[config.mk]
export PLATFORM = sky130hd
export DESIGN_NAME = noblock_obuf
export DESIGN_NICKNAME = d
export VERILOG_FILES = /design/src/rtl/noblock_obuf.sv
export SDC_FILE = /design/constraint.sdc
export NUM_CORES = 1
export LEC_CHECK = 0
export BUFFER_PORTS_ARGS = -buffer_cell sky130_fd_sc_hd__buf_2
export CORE_ASPECT_RATIO = 1.2
export CORE_UTILIZATION = 46
export CTS_CLUSTER_SIZE = 28
export DETAILED_ROUTE_END_ITERATION = 10
export PLACE_DENSITY = 0.64
export SLEW_MARGIN = 40
export SYNTH_ARGS = -nofsm -noshare
export SYNTH_HDL_FRONTEND = slang
export SYNTH_SLANG_ARGS = --single-unit
[constraint.sdc]
create_clock -name clk -period 6.77 [get_ports clk]
set_input_delay 1.354 -clock clk [delete_from_list [all_inputs] [get_ports clk]]
set_output_delay 1.354 -clock clk [all_outputs]
set_load 0.01 [all_outputs]
[src/rtl/noblock_obuf.sv]
// noblock_obuf: per-output non-blocking buffer of the 4x4 switch.
// A first-word-fall-through FIFO that never back-pressures its writer.
// Words that arrive while it is full are discarded and counted in a
// saturating drop counter. The head word is presented as {valid, data}.
module noblock_obuf #(
  parameter int DEPTH = 8,
  parameter int PTR_W = 3
) (
  input  logic             clk,
  input  logic             rst,
  input  logic [31:0]      IN_WORD,
  input  logic             IN_VALID,
  input  logic             POP,
  output logic [32:0]      NOBLOCKOBUF_OUT,
  output logic             FULL,
  output logic             EMPTY,
  output logic [PTR_W:0]   COUNT,
  output logic [15:0]      DROP_COUNT
);

  localparam logic [PTR_W-1:0] PTR_ONE   = PTR_W'(1);
  localparam logic [PTR_W:0]   CNT_ONE   = (PTR_W+1)'(1);
  localparam logic [PTR_W:0]   CNT_FULL  = (PTR_W+1)'(DEPTH);
  localparam logic [15:0]      DROP_MAX  = 16'hFFFF;

  logic [31:0]      mem_q [DEPTH];
  logic [PTR_W-1:0] wrPtr_q, wrPtr_d;
  logic [PTR_W-1:0] rdPtr_q, rdPtr_d;
  logic [PTR_W:0]   count_q, count_d;
  logic [15:0]      dropCount_q, dropCount_d;

  logic isFull;
  logic isEmpty;
  logic doPop;
  logic doPush;
  logic doDrop;

  assign isFull  = (count_q == CNT_FULL);
  assign isEmpty = (count_q == '0);

  // A pop on a full buffer frees the slot the same cycle, so a write then
  // still goes in; only a write to a full buffer with no pop is dropped.
  assign doPop  = POP && !isEmpty;
  assign doPush = IN_VALID && (!isFull || doPop);
  assign doDrop = IN_VALID && isFull && !doPop;

  // Next-state for pointers, occupancy and the saturating drop counter.
  always_comb begin
    wrPtr_d     = wrPtr_q;
    rdPtr_d     = rdPtr_q;
    count_d     = count_q;
    dropCount_d = dropCount_q;
    if (doPush) begin
      wrPtr_d = wrPtr_q + PTR_ONE;
    end
    if (doPop) begin
      rdPtr_d = rdPtr_q + PTR_ONE;
    end
    case ({doPush, doPop})
      2'b10:   count_d = count_q + CNT_ONE;
      2'b01:   count_d = count_q - CNT_ONE;
      default: count_d = count_q;
    endcase
    if (doDrop && (dropCount_q != DROP_MAX)) begin
      dropCount_d = dropCount_q + 16'd1;
    end
  end

  // Control state, cleared asynchronously so the output goes empty at once.
  always_ff @(posedge clk or posedge rst) begin
    if (rst) begin
      wrPtr_q     <= '0;
      rdPtr_q     <= '0;
      count_q     <= '0;
      dropCount_q <= '0;
    end else begin
      wrPtr_q     <= wrPtr_d;
      rdPtr_q     <= rdPtr_d;
      count_q     <= count_d;
      dropCount_q <= dropCount_d;
    end
  end

  // Storage array; contents need no reset because count gates visibility.
  always_ff @(posedge clk) begin
    if (doPush && !rst) begin
      mem_q[wrPtr_q] <= IN_WORD;
    end
  end

  // Output word and status decoded from registered state only.
  always_comb begin
    NOBLOCKOBUF_OUT = 33'h0;
    if (!isEmpty) begin
      NOBLOCKOBUF_OUT = {1'b1, mem_q[rdPtr_q]};
    end
  end

  assign FULL       = isFull;
  assign EMPTY      = isEmpty;
  assign COUNT      = count_q;
  assign DROP_COUNT = dropCount_q;

endmodule

==> reports/results.ini <==
[run_status]
outcome = finished clean

[final_layout]
fin_nets = 689
fin_area_um2 = 12850
area_growth_pct = 16.33
drive_gt1_share_pct = 33.78
fill_cells = 1828
final_core_util_pct = 55.00
antenna_cells = 0

[timing]
tightest_slew_ns = 0.8218
setup_tns_ns = 0
final.period_utilization_pct = 66.52
setup_ws_ns = 2.267
clock_skew_ns = 0.02195
fmax_mhz = 222.1
setup_viol_count_final = 0
finalCriticalPeriod_ns = 4.503
rsz0062_at_grt = no
hold_viol = 0
maxSlewViolCount = 0
relSlewSlack_pct = 45.21

[logic_synthesis]
syn_nets = 581
ys_seq_area_share_pct = 75.50
synth_top_family_by_area = multiplexers
synth_xor_area_share_pct = 1.745
synthAdderAreaFrac_pct = 0.4532
syn-instance-count = 541
synth-compound-area-share_pct = 0.7705
synth_simple_gate_area_share_pct = 4.169
ys_seq_elements = 282
synth.distinct_cells = 40
avgSynthCellArea_um2 = 20.41
syn_area_um2 = 11040
synth_warnings = 0
synthMuxAreaShare_pct = 16.19

[floorplanning]
fp.dieH_um = 171.7
die_w_um = 143.4
initial_core_util_pct = 47.28
placement_rows = 61
dieArea_um2 = 24630
core_um2 = 23350
io-pin-count = 91

[min_path]
holdPathStages = 1
min_to = DROP_COUNT[15]
worstHoldStart = DROP_COUNT[15]
hold_path_class = reg -> reg

[clock_tree]
cts_resized = 0
clk_latency_ns = 0.54
cts-root-buf = clkbuf_16
path_clk_slew_ns = 0.06
holdBufCountCts = 0
cts_tree = built
h-tree-depth = 1
cts_inserted_buffers = 26
cts_setup_buffers = 0
clock_sink_count = 282
clock_path_buffers = 3

[routing]
drtPass1Iterations = 4
routed_wl_um = 21370
drt_iter0_drc = 408
route.vias.total = 5424
wire_per_inst_um = 21.72
drc = 0
ant_nets = 0
avgViaCountPerCell = 5.512

[placement]
dpl-instance-area_um2 = 11950
dpl.hpwl_um = 12230
dp_worst_setup_slack_ns = 2.749
gp_congestion = 0.7063
numPortBuffers = 90

[setup_path]
critical_path_class = reg -> out
reg2reg_slack_ns = 4.44
timing.rr.start = rdPtr_q[0]
r2r_cells = 3
crit_path_max_fanout = 35
cp.required_ns = 5.42
r2r_end = rdPtr_q[1]
startpoint_type = flop
worstSetupEndpointType = primary output
cp.arrival_ns = 3.15

[global_route]
antenna_found_initial = 1
grt_pass1_wl_um = 32920
grt_max_degree = 36
grtUsageMet2_pct = 31.13
grtUsageMet1_pct = 23.86
use_met3_pct = 3.062
grt_pass1_vias = 5717
grt_usage_pct = 18.26
globalRoute.totalOverflow = 0
busiest_layer = met2

[power_and_ir_drop]
p_total_uw = 5110
irDropWorstVdd_mv = 0.2661
pwr_density_cell_nw_per_um2 = 397.8
p_leak_uw = 0.004513

[flow_run]
drv_cap = 0

worst max-delay path by stage:
stage	start	endpoint	slack, ns	cells after the start
after floorplan	rst	mem_q[1][0]	1.03	3
after global placement	rdPtr_q[0]	NOBLOCKOBUF_OUT[16]	2.75	5
after detailed placement	rdPtr_q[0]	NOBLOCKOBUF_OUT[3]	2.75	5
after CTS	rdPtr_q[0]	NOBLOCKOBUF_OUT[3]	2.18	5
after global routing	rdPtr_q[0]	NOBLOCKOBUF_OUT[3]	2.02	5
final	rdPtr_q[0]	NOBLOCKOBUF_OUT[16]	2.27	5
through the flow:
stage / instances / hold WS [ns]
after floorplan: 541 / 0.5045
after global placement: 936 / 0.4753
after detailed placement: 936 / 0.4802
after CTS: 984 / 0.4911
after global routing: 984 / 0.5116
final: 984 / 0.4895
registers in the layout (all words and copies together) (netlist names):
name / flops
rdPtr_q: 3
DROP_COUNT: 16
mem_q: 256
wrPtr_q: 3
COUNT: 4
metal layers:
layer | wire length [um] | up-vias
met2 | 10940 | 133
met1 | 8887 | 2839
met5 | 13 | -
met4 | 428 | 2
met3 | 1100 | 35
li1 | - | 2415
worst max-delay path: stages, from the launching register on:
cell and delay, ns:
dfrtp_4 0.85, buf_4 0.70, mux4_2 0.58, mux2i_1 0.23, nor2_1 0.08, buf_2 0.15
cells by family (layout without fill, tap and decap cells):
group	Yosys count	after routing
flip-flops	282	282
multiplexers	98	98
AND/OR/NAND/NOR	91	91
buffers and inverters	32	160
XOR/XNOR	22	22
AO/OA/AOI/OAI	12	12
adder cells (fa/ha/maj)	4	4
final cells by class:
| cell class | instances | area [um^2] | area share (%) |
|---|---|---|---|
| Sequential cell | 282 | 8344 | 64.96 |
| Multi-Input combinational cell | 227 | 2621 | 20.41 |
| Clock buffer | 34 | 710.7 | 5.532 |
| Timing Repair Buffer | 106 | 570.5 | 4.441 |
| Tap cell | 315 | 394.1 | 3.068 |
| Clock inverter | 14 | 182.7 | 1.422 |
| Inverter | 6 | 22.52 | 0.1753 |
power breakdown:
part	switching [uW]	total [uW]	leakage (uW)	internal, uW
clock network	611	1500	0.000434	893
registers	191	2240	0.00265	2050
logic	690	1370	0.00143	676
placed cells by master, fill, tap and decap left out, types with 2 or more instances in the layout:
| master | synthesis | final |
|---|---|---|
| mux2i_1 | 32 | 32 |
| ha_1 | 4 | 4 |
| nand2b_1 | 2 | 2 |
| nor4b_1 | 2 | 2 |
| xnor2_1 | 13 | 13 |
| o21ai_0 | 2 | 2 |
| and3_4 | 0 | 2 |
| mux4_2 | 64 | 64 |
| xor2_1 | 9 | 9 |
| clkbuf_1 | 12 | 5 |
| or3_1 | 2 | 2 |
| edfxtp_1 | 256 | 256 |
| bufinv_16 | 0 | 4 |
| nand2_1 | 8 | 8 |
| inv_1 | 6 | 5 |
| a21oi_1 | 2 | 2 |
| nand3_1 | 5 | 5 |
| clkbuf_8 | 0 | 3 |
| nand4_1 | 6 | 6 |
| nor2_1 | 39 | 39 |
| nor3_2 | 0 | 2 |
| buf_2 | 7 | 90 |
| a31oi_1 | 3 | 3 |
| buf_4 | 0 | 16 |
| and4_1 | 2 | 2 |
| dfrtp_2 | 0 | 2 |
| dfrtp_1 | 26 | 23 |
| clkbuf_16 | 0 | 26 |
| clkinv_2 | 0 | 3 |
| clkinv_1 | 0 | 4 |
| nor3_1 | 8 | 6 |
| nor4_1 | 6 | 2 |
| nor4_2 | 0 | 4 |
synthesized netlist by cell type:
cell type	count	area (um^2)
a21oi_1	2	10.01
a31oi_1	3	18.77
and2_1	1	6.260
and2_4	1	8.760
and3_1	3	18.77
and3_2	1	7.510
and3b_1	1	8.760
and4_1	2	17.52
buf_1	7	26.28
buf_2	7	35.03
clkbuf_1	12	45.04
dfrtp_1	26	650.6
edfxtp_1	256	7687
ha_1	4	50.05
inv_1	6	22.52
mux2_2	1	11.26
mux2_4	1	15.01
mux2i_1	32	320.3
mux4_2	64	1441
nand2_1	8	30.03
nand2b_1	2	12.51
nand3_1	5	25.02
nand3b_1	1	7.510
nand4_1	6	37.54
nand4b_1	1	8.760
nor2_1	39	146.4
nor3_1	8	40.04
nor3b_1	1	7.510
nor4_1	6	37.54
nor4b_1	2	17.52
o21a_1	1	7.510
o21ai_0	2	10.01
o21ai_1	1	5.000
o22ai_1	1	6.260
o41a_1	1	11.26
o41ai_2	1	16.27
or3_1	2	12.51
or4b_1	1	10.01
xnor2_1	13	113.9
xor2_1	9	78.83
Note: power is estimated with default switching activity, not from simulation.
